$ cat src/rtl/uart_pkg.sv
// Shared types and constants for the UART transmit arbiter.
package uart_pkg;

  // Arbiter FSM encoding; the values are part of the debug interface.
  typedef enum logic [1:0] {
    ST_IDLE      = 2'd0,
    ST_START     = 2'd1,
    ST_WAIT_DONE = 2'd2
  } state_e;

  // One UART frame: start bit, 8 data bits, stop bit.
  localparam int FRAME_BITS = 10;

  typedef logic [7:0] byte_t;

endpackage

$ cat src/rtl/rr_pick.sv
// Combinational round-robin picker: the first set request after last_grant,
// wrapping modulo N_REQ. Usable by any shared-resource arbiter.
module rr_pick #(
  parameter int N_REQ = 4,
  parameter int IW    = $clog2(N_REQ)
) (
  input  logic [N_REQ-1:0] req,
  input  logic [IW-1:0]    last_grant,
  output logic [IW-1:0]    winner,
  output logic             any_req
);

  logic [IW-1:0] idx;

  // Scan from the farthest offset down to +1 so the nearest requester wins.
  always_comb begin
    winner  = '0;
    any_req = 1'b0;
    idx     = '0;
    for (int k = N_REQ; k >= 1; k--) begin
      idx = IW'((int'(last_grant) + k) % N_REQ);
      if (req[idx]) begin
        winner  = idx;
        any_req = 1'b1;
      end
    end
  end

endmodule

$ cat src/rtl/uart_tx_arbiter.sv
// Round-robin scheduler sharing one UART transmitter between N_REQ producers.
// Handshake: a requester holds req_valid and its byte until req_ready; the
// byte is consumed on the single cycle where req_valid & req_ready are high.
// Frame sequence: grant (IDLE) -> start strobe (START) -> wait for uart_done
// or watchdog (WAIT_DONE) -> IDLE.
module uart_tx_arbiter
  import uart_pkg::*;
#(
  parameter int N_REQ        = 4,
  parameter int CLK_PER_BAUD = 4,
  parameter int TIMEOUT_CLKS = 12 * CLK_PER_BAUD,
  parameter int IW           = $clog2(N_REQ)
) (
  input  logic                 clk,
  input  logic                 rst,
  input  logic [N_REQ-1:0]     req_valid,
  input  logic [8*N_REQ-1:0]   req_byte,
  output logic [N_REQ-1:0]     req_ready,
  output logic [7:0]           uart_tx_byte,
  output logic                 uart_start_send,
  input  logic                 uart_done,
  output logic [IW-1:0]        grant_id,
  output logic                 busy,
  output logic                 timeout_err,
  output logic [1:0]           state_dbg
);

  // The watchdog must never cut a legal frame short, so its limit is clamped
  // to at least one clock past a full frame.
  localparam int WD_MIN   = FRAME_BITS * CLK_PER_BAUD + 1;
  localparam int WD_LIMIT = (TIMEOUT_CLKS > WD_MIN) ? TIMEOUT_CLKS : WD_MIN;
  localparam int WDW      = $clog2(WD_LIMIT);
  localparam logic [WDW-1:0] WD_LAST = WDW'(WD_LIMIT - 1);

  localparam logic [1:0] S_IDLE      = ST_IDLE;
  localparam logic [1:0] S_START     = ST_START;
  localparam logic [1:0] S_WAIT_DONE = ST_WAIT_DONE;

  localparam logic [N_REQ-1:0] ONE_HOT0 = N_REQ'(1);

  logic [1:0]     state;
  logic [IW-1:0]  last_grant;
  logic [WDW-1:0] wd_cnt;
  logic [IW-1:0]  winner;
  logic           any_req;
  byte_t          req_bytes [N_REQ];

  for (genvar i = 0; i < N_REQ; i++) begin : g_bytes
    assign req_bytes[i] = req_byte[8*i +: 8];
  end

  rr_pick #(
    .N_REQ (N_REQ),
    .IW    (IW)
  ) u_rr_pick (
    .req        (req_valid),
    .last_grant (last_grant),
    .winner     (winner),
    .any_req    (any_req)
  );

  assign state_dbg = state;

  // Arbiter FSM with registered outputs and WAIT_DONE watchdog.
  always_ff @(posedge clk or negedge rst) begin
    if (!rst) begin
      state           <= S_IDLE;
      last_grant      <= IW'(N_REQ - 1);
      wd_cnt          <= '0;
      req_ready       <= '0;
      uart_tx_byte    <= 8'h00;
      uart_start_send <= 1'b0;
      grant_id        <= '0;
      busy            <= 1'b0;
      timeout_err     <= 1'b0;
    end else begin
      req_ready       <= '0;
      uart_start_send <= 1'b0;
      timeout_err     <= 1'b0;
      case (state)
        S_IDLE: begin
          if (any_req) begin
            req_ready    <= ONE_HOT0 << winner;
            uart_tx_byte <= req_bytes[winner];
            grant_id     <= winner;
            last_grant   <= winner;
            busy         <= 1'b1;
            state        <= S_START;
          end
        end
        S_START: begin
          uart_start_send <= 1'b1;
          wd_cnt          <= '0;
          state           <= S_WAIT_DONE;
        end
        S_WAIT_DONE: begin
          // Completion wins over a watchdog expiry on the same cycle.
          if (uart_done) begin
            busy  <= 1'b0;
            state <= S_IDLE;
          end else if (wd_cnt == WD_LAST) begin
            timeout_err <= 1'b1;
            busy        <= 1'b0;
            state       <= S_IDLE;
          end else begin
            wd_cnt <= wd_cnt + 1'b1;
          end
        end
        default: begin
          busy  <= 1'b0;
          state <= S_IDLE;
        end
      endcase
    end
  end

endmodule

$ cat config.mk
export PLATFORM = sky130hd
export DESIGN_NAME = uart_tx_arbiter
export DESIGN_NICKNAME = d
export VERILOG_FILES = /design/src/rtl/uart_pkg.sv /design/src/rtl/rr_pick.sv /design/src/rtl/uart_tx_arbiter.sv
export SDC_FILE = /design/constraint.sdc
export NUM_CORES = 1
export LEC_CHECK = 0
export CAP_MARGIN = 20
export CORE_ASPECT_RATIO = 0.8
export CORE_UTILIZATION = 60
export CTS_CLUSTER_DIAMETER = 200
export DETAILED_ROUTE_END_ITERATION = 10
export DONT_BUFFER_PORTS = 1
export GPL_ROUTABILITY_DRIVEN = 0
export PLACE_DENSITY = 0.77
export SYNTH_ARGS = -nofsm -noshare
export SYNTH_HDL_FRONTEND = slang
export SYNTH_HIERARCHICAL = 1
export SYNTH_SLANG_ARGS = --single-unit
$ cat constraint.sdc
create_clock -name clk -period 2.16 [get_ports clk]
set_clock_uncertainty 0.05 [all_clocks]
set_input_delay 0.108 -clock clk [delete_from_list [all_inputs] [get_ports clk]]
set_output_delay 0.108 -clock clk [all_outputs]
set_load 0.005 [all_outputs]
# After elaboration in Yosys (flattened, before gate mapping)
# Cells that the tools add are included.
totals:
  mem_bits_rw: 0
  rom_bits: 0
  latchBits: 0
  output_inout_bits: 19
  memories: 0
  ff_bits: 27
classes:
  n_reduce_logical: 6
  magnitude_cmp: 5
  n_eq_ne: 7
  div_mod_pow: 0
  shift: 1
  n_bitwise: 2
  n_mux: 36
  multipliers: 0
  n_addsub: 5
ops:
  columns: ["op", "n"]
  rows:
  - ["8-bit binary-select mux with 2-bit select", 1]
  - ["8-bit two-way mux", 2]
  - ["1-bit two-way mux", 15]
  - ["2-bit two-way mux", 7]
  - ["2-bit by 3-bit < comparator with 1-bit output, second input constant", 4]
  - ["6-bit two-way mux", 2]
  - ["6-bit one-hot mux with 2 select lines", 1]
  - ["1-bit binary-select mux with 2-bit select", 4]
  - ["4-bit two-way mux", 2]
  - ["6-bit by 1-bit adder with 6-bit output, second input constant", 1]
  - ["6-bit == test, second input constant", 1]
  - ["2-bit inequality test, second input constant", 3]
  - ["2-bit one-hot mux with 3 select lines", 1]
  - ["3-bit AND reduction", 2]
  - ["2-bit by 1-bit adder with 2-bit output, second input constant", 2]
  - ["2-bit adder, second input constant", 2]
  - ["2-bit AND reduction", 2]
  - ["1-bit by 2-bit << shifter with 4-bit output, first input constant", 1]
  - ["3-bit >= comparator, second input constant", 1]
  - ["3-bit inequality test, second input constant", 1]
  - ["2-bit inverter with 3-bit output", 1]
  - ["1-bit one-hot mux with 3 select lines", 1]
  - ["2-bit by 1-bit == test with 1-bit output, second input constant", 1]
  - ["2-bit == test, second input constant", 1]
  - ["other kinds (3)", 3]

# Depth between registers and ports, before layout
depth:
  depth_word: 11
  mapped_depth: 7
  depth_no_buf: 6

# Modules after synthesis
# The synthesis kept the hierarchy.
modules_own_cells:
  columns: ["mod", "area_each_um2", "seq_area_each_um2", "instances", "cells_per_inst"]
  rows:
  - ["uart_tx_arbiter", 1367.6, 678.2, 1, 123]
  - ["rr_pick", 91.3, 0.0, 1, 14]

# Worst setup path before layout
# OpenSTA, ideal clock, no wires.
synth_path:
  path_type: "register to register"
  start: "register last_grant[1]"
  end: "register uart_tx_byte[0]"
  path_slack_ns: 0.183
  path_buffers: 1
  path_stages_with_launch: 8
  period_less_slack_ns: 1.977
  required_time_ns: 1.993
  arrival_time_ns: 1.810
  cell_sequence: "dfstp_2 -> nand2b_1 -> a21oi_2 -> o221ai_2 -> buf_6 -> mux4_1 -> nand2_1 -> nand2_1"
synth_via:
  elab_chain_cells: 11
  elab_cells_between_ends: 25
synth_rtl:
  columns: ["element", "line", "rtl"]
  rows:
  - ["start: declaration", "uart_tx_arbiter.sv:42", "logic [IW-1:0] last_grant;"]
  - ["start signal: assignment", "uart_tx_arbiter.sv:68", "last_grant <= IW'(N_REQ - 1);"]
  - ["start signal: assignment", "uart_tx_arbiter.sv:86", "last_grant <= winner;"]
  - ["2-bit by 1-bit adder with 2-bit output", "rr_pick.sv:21", "idx = IW'((int'(last_grant) + k) % N_REQ);"]
  - ["1-bit binary-select mux with 2-bit select", "rr_pick.sv:22", "if (req[idx]) begin"]
  - ["1-bit two-way mux (implied by the code)", "rr_pick.sv:22", null]
  - ["2-bit two-way mux (3 in a row)", "rr_pick.sv:22", null]
  - ["2-bit two-way mux (*)", "rr_pick.sv:22", null]
  - ["net winner[0]", "uart_tx_arbiter.sv:44", "logic [IW-1:0] winner;"]
  - ["2-bit inverter with 3-bit output (implied by the code) (*)", "uart_tx_arbiter.sv:84", "uart_tx_byte <= req_bytes[winner];"]
  - ["8-bit binary-select mux with 2-bit select (*)", "uart_tx_arbiter.sv:84", null]
  - ["8-bit two-way mux (implied by the code) (*) (2 in a row)", "uart_tx_arbiter.sv:84", null]
  - ["end signal: assignment", "uart_tx_arbiter.sv:84", null]
  - ["end: declaration", "uart_tx_arbiter.sv:19", "output logic [7:0] uart_tx_byte,"]
# The timed path passes the listed nets; every way through them passes the cells marked *. The select of a mux whose other input is x is not followed.
# A chain may end at the register's enable or synchronous reset.

# Worst setup path after layout
layout_path:
  start: "register last_grant[1]"
  end: "register uart_tx_byte[2]"
# Same word-level chain as after synthesis.

==> run_results.csv <==
group,metric,value,unit
run_status,status,"complete, but fails checks",
run_status,violations,"DRC",
finish,finalInstanceArea,0.00156,mm²
cts,total_clock_sinks,27,
cts,clock_tree_root_driver_cell,"sky130_fd_sc_hd__clkbuf_4",
die,rows,15,
finish,area_growth_syn_to_layout,7.12,%
global_routing,grt_first_pass_wirelength,4660,µm
synth,synth_compound_area_share,10.4,%
timing,min_period_over_period,94.6,%
global_routing,grtUsageTotal,23.9,%
power,total_power,0.00185,W
synth,synth_cells,137,
finish,fillers,169,
synth,synth_fa_ha_area_share,0.858,%
job,max_cap_violations,0,
die,design.die.area,0.00263,mm²
cts,path_clk_slew,140,ps
timing,timing.final.setup_violations,0,
global_routing,grt_pass1_vias,1108,
finish,fraction_of_layout_cells_with_a_size_suffix_above_1,14.0,%
synth,synth.lib_cells_used.distinct,37,
global_routing,overflow,0,
synth,synthesis.area,0.00146,mm²
placement,place_area,0.00149,mm²
finish,post_layout_nonfiller_instances,168,
timing,finalHoldViolCount,0,
route,wire_per_inst,16.9,µm
route,detailedRoute.firstIterationViolations,39,
die,die_width,57.1,µm
synth,synth.yosys.seq_area_share,46.5,%
cts,worstSkewPairLatency,330,ps
route,postRouteWirelength,2830,µm
synth,syn-num-nets,177,
synth,synth_top_family_by_area,"simple AND/OR/NAND/NOR gates",
synth,asyncSetResetFlopFracSynth,100,%
die,boundaryPins,58,
power,p_leak,0.749,nW
finish,layout_common_cells,"sky130_fd_sc_hd__nand2_1, sky130_fd_sc_hd__dfrtp_1, sky130_fd_sc_hd__mux4_1",
timing,maxSlewViolCount,0,
route,drt_pass1_iterations,8,
worst_setup_path,path_max_fanout,8,
timing,timing.max_slew.rel_slack,67.6,%
worst_setup_path,critPathArrivalTime,2220,ps
synth,post_synth_mux_area_share,15.1,%
timing,tightest_slew,486,ps
synth,post_synth.cell_area_avg,10.6,µm²
synth,synthSimpleGateAreaFrac,23.9,%
global_routing,number_of_antenna_violations_at_the_first_check_in_global_routing,0,
cts,cts_tree,"built",
synth,synth_enable_flop_cells,0,
finish,ff_latch_area,678,µm²
finish,antennaDiodeCount,0,
die,die-height,46.1,µm
route,remaining_design_rule_violation_count,10,
synth,ys.flop_type,"sky130_fd_sc_hd__dfrtp_1",
cts,cts_max_path_buffers,2,
route,detail-route-antenna-nets,0,
placement,dp.cells,161,
worst_setup_path,worstSetupPathType,"register to register",
placement,port_buffers,0,
power,pwr_density_cell,1180,mW/mm²
die,initial_core_util,65.3,%
finish,layout_commonest_cell,"sky130_fd_sc_hd__nand2_1",
cts,postCtsSetupRepairBufs,0,
worst_setup_path,critical_path_source_type,"register",
placement,dp.final_hpwl,2090,µm
worst_setup_path,worstPathRequired,2340,ps
timing,layout_min_cycle_time,2040,ps
min_path,worst_hold_path_type,"input port to register",
die,standard_cell_core_area,0.00223,mm²
timing,rsz0062_at_grt,"false",
route,viasPerCell,6.39,
synth,synth.yosys.warnings,6,
worst_setup_path,critPathCaptureType,"register",
synth,synth-seq-cells,27,
timing,achievable-frequency,489,MHz
global_routing,pin_count_of_the_biggest_net_entering_global_routing,28,
timing,setup_tns,0,ps
finish,multi_input_area,733,µm²
route,routed-via-count,1074,
cts,cts.htree.levels,1,
finish,nNetsFinal,184,
synth,synth-xor-area-share,0,%
power,power.ir.vdd_worst,0.000568,V
cts,cts_inserted_buffers,3,
-- report_power, final --
group	internal [W]	switching, W	leakage [nW]
sequential	0.000710	0.000212	0.343
combinational	0.000334	0.000377	0.388
clock	0.0000696	0.000146	0.0177
total	0.00111	0.000734	0.749
-- area by class of cell --
cell class	instances	area share, %
flip-flops and latches	27	43.4
multi-input cells	101	46.9
inverters	3	0.721
clock inverters	1	0.320
repair buffers	8	5.20
clock buffers	3	1.44
well taps	25	2.00
-- per-layer routing --
| metal | track usage, % | wire length [µm] |
|---|---|---|
| met1 | 25.6 | 1110 |
| met2 | 46.1 | 1510 |
| met3 | 6.74 | 180 |
| met4 | 8.78 | 31 |
| met5 | 0 | 0 |
-- worst paths after layout --
kind	slack (ps)	cells past startpoint	endpoint	from
hold reg to reg	460	2	last_grant[0]$_DFFE_PN1P_	last_grant[0]$_DFFE_PN1P_
setup / recovery	120	7	uart_tx_byte[2]$_DFFE_PN0P_	last_grant[1]$_DFFE_PN1P_
setup reg to reg	120	7	uart_tx_byte[2]$_DFFE_PN0P_	last_grant[1]$_DFFE_PN1P_
min in group asynchronous	130	2	grant_id[1]$_DFFE_PN0P_	rst
hold / removal	8	2	wd_cnt[1]$_DFFE_PN0P_	uart_done
max in group asynchronous	1680	2	last_grant[0]$_DFFE_PN1P_	rst
-- synthesized netlist by cell type, types with 3 or more instances --
cell / count / area, µm²
sky130_fd_sc_hd__nor2_1: 7 / 26.3
sky130_fd_sc_hd__mux4_1: 8 / 210
sky130_fd_sc_hd__nor3_1: 4 / 20.0
sky130_fd_sc_hd__nand2_1: 43 / 161
sky130_fd_sc_hd__a21oi_1: 6 / 30.0
sky130_fd_sc_hd__dfrtp_1: 25 / 626
sky130_fd_sc_hd__nand2b_1: 3 / 18.8
sky130_fd_sc_hd__inv_1: 3 / 11.3
-- critical path, stage by stage (launching register included) --
cell and delay (ps):
sky130_fd_sc_hd__dfstp_2 620, sky130_fd_sc_hd__nand2b_1 150, sky130_fd_sc_hd__a21oi_2 60, sky130_fd_sc_hd__o221ai_2 200, sky130_fd_sc_hd__buf_6 180, sky130_fd_sc_hd__mux4_1 560, sky130_fd_sc_hd__nand2_1 80, sky130_fd_sc_hd__nand2_1 50
-- kinds of logic (layout without fill, tap and decap cells) --
family	Yosys count	after routing
simple gates	72	72
buf+inv	9	15
compound gates	19	19
fa+ha+maj	1	1
flops	27	27
mux	9	9
-- state kept, by name, summed over array words and instances (netlist names) --
signal           cells
grant_id             2
wd_cnt               6
uart_start_send      1
last_grant           2
state_dbg            2
req_ready            4
busy                 1
timeout_err          1
uart_tx_byte         8
-- metrics by stage --
stage          util [%]  hold WS (ps)  setup WS, ps
2_1_floorplan         -          -238           183
3_3_place_gp       66.8          -237           205
3_5_place_dp       66.8          -237           115
4_1_cts            69.8          2.75          85.3
5_1_grt            70.0          3.84          3.80
6_report           70.0          8.34           116
-- repair_timing --
item | CTS | global route
setup endpoints to repair | 0 | 3
hold buffers | 3 | 0
resized for setup | 0 | 1
endpoints found under the hold margin | 31 | 0
Note: power is estimated with default switching activity, not from simulation.
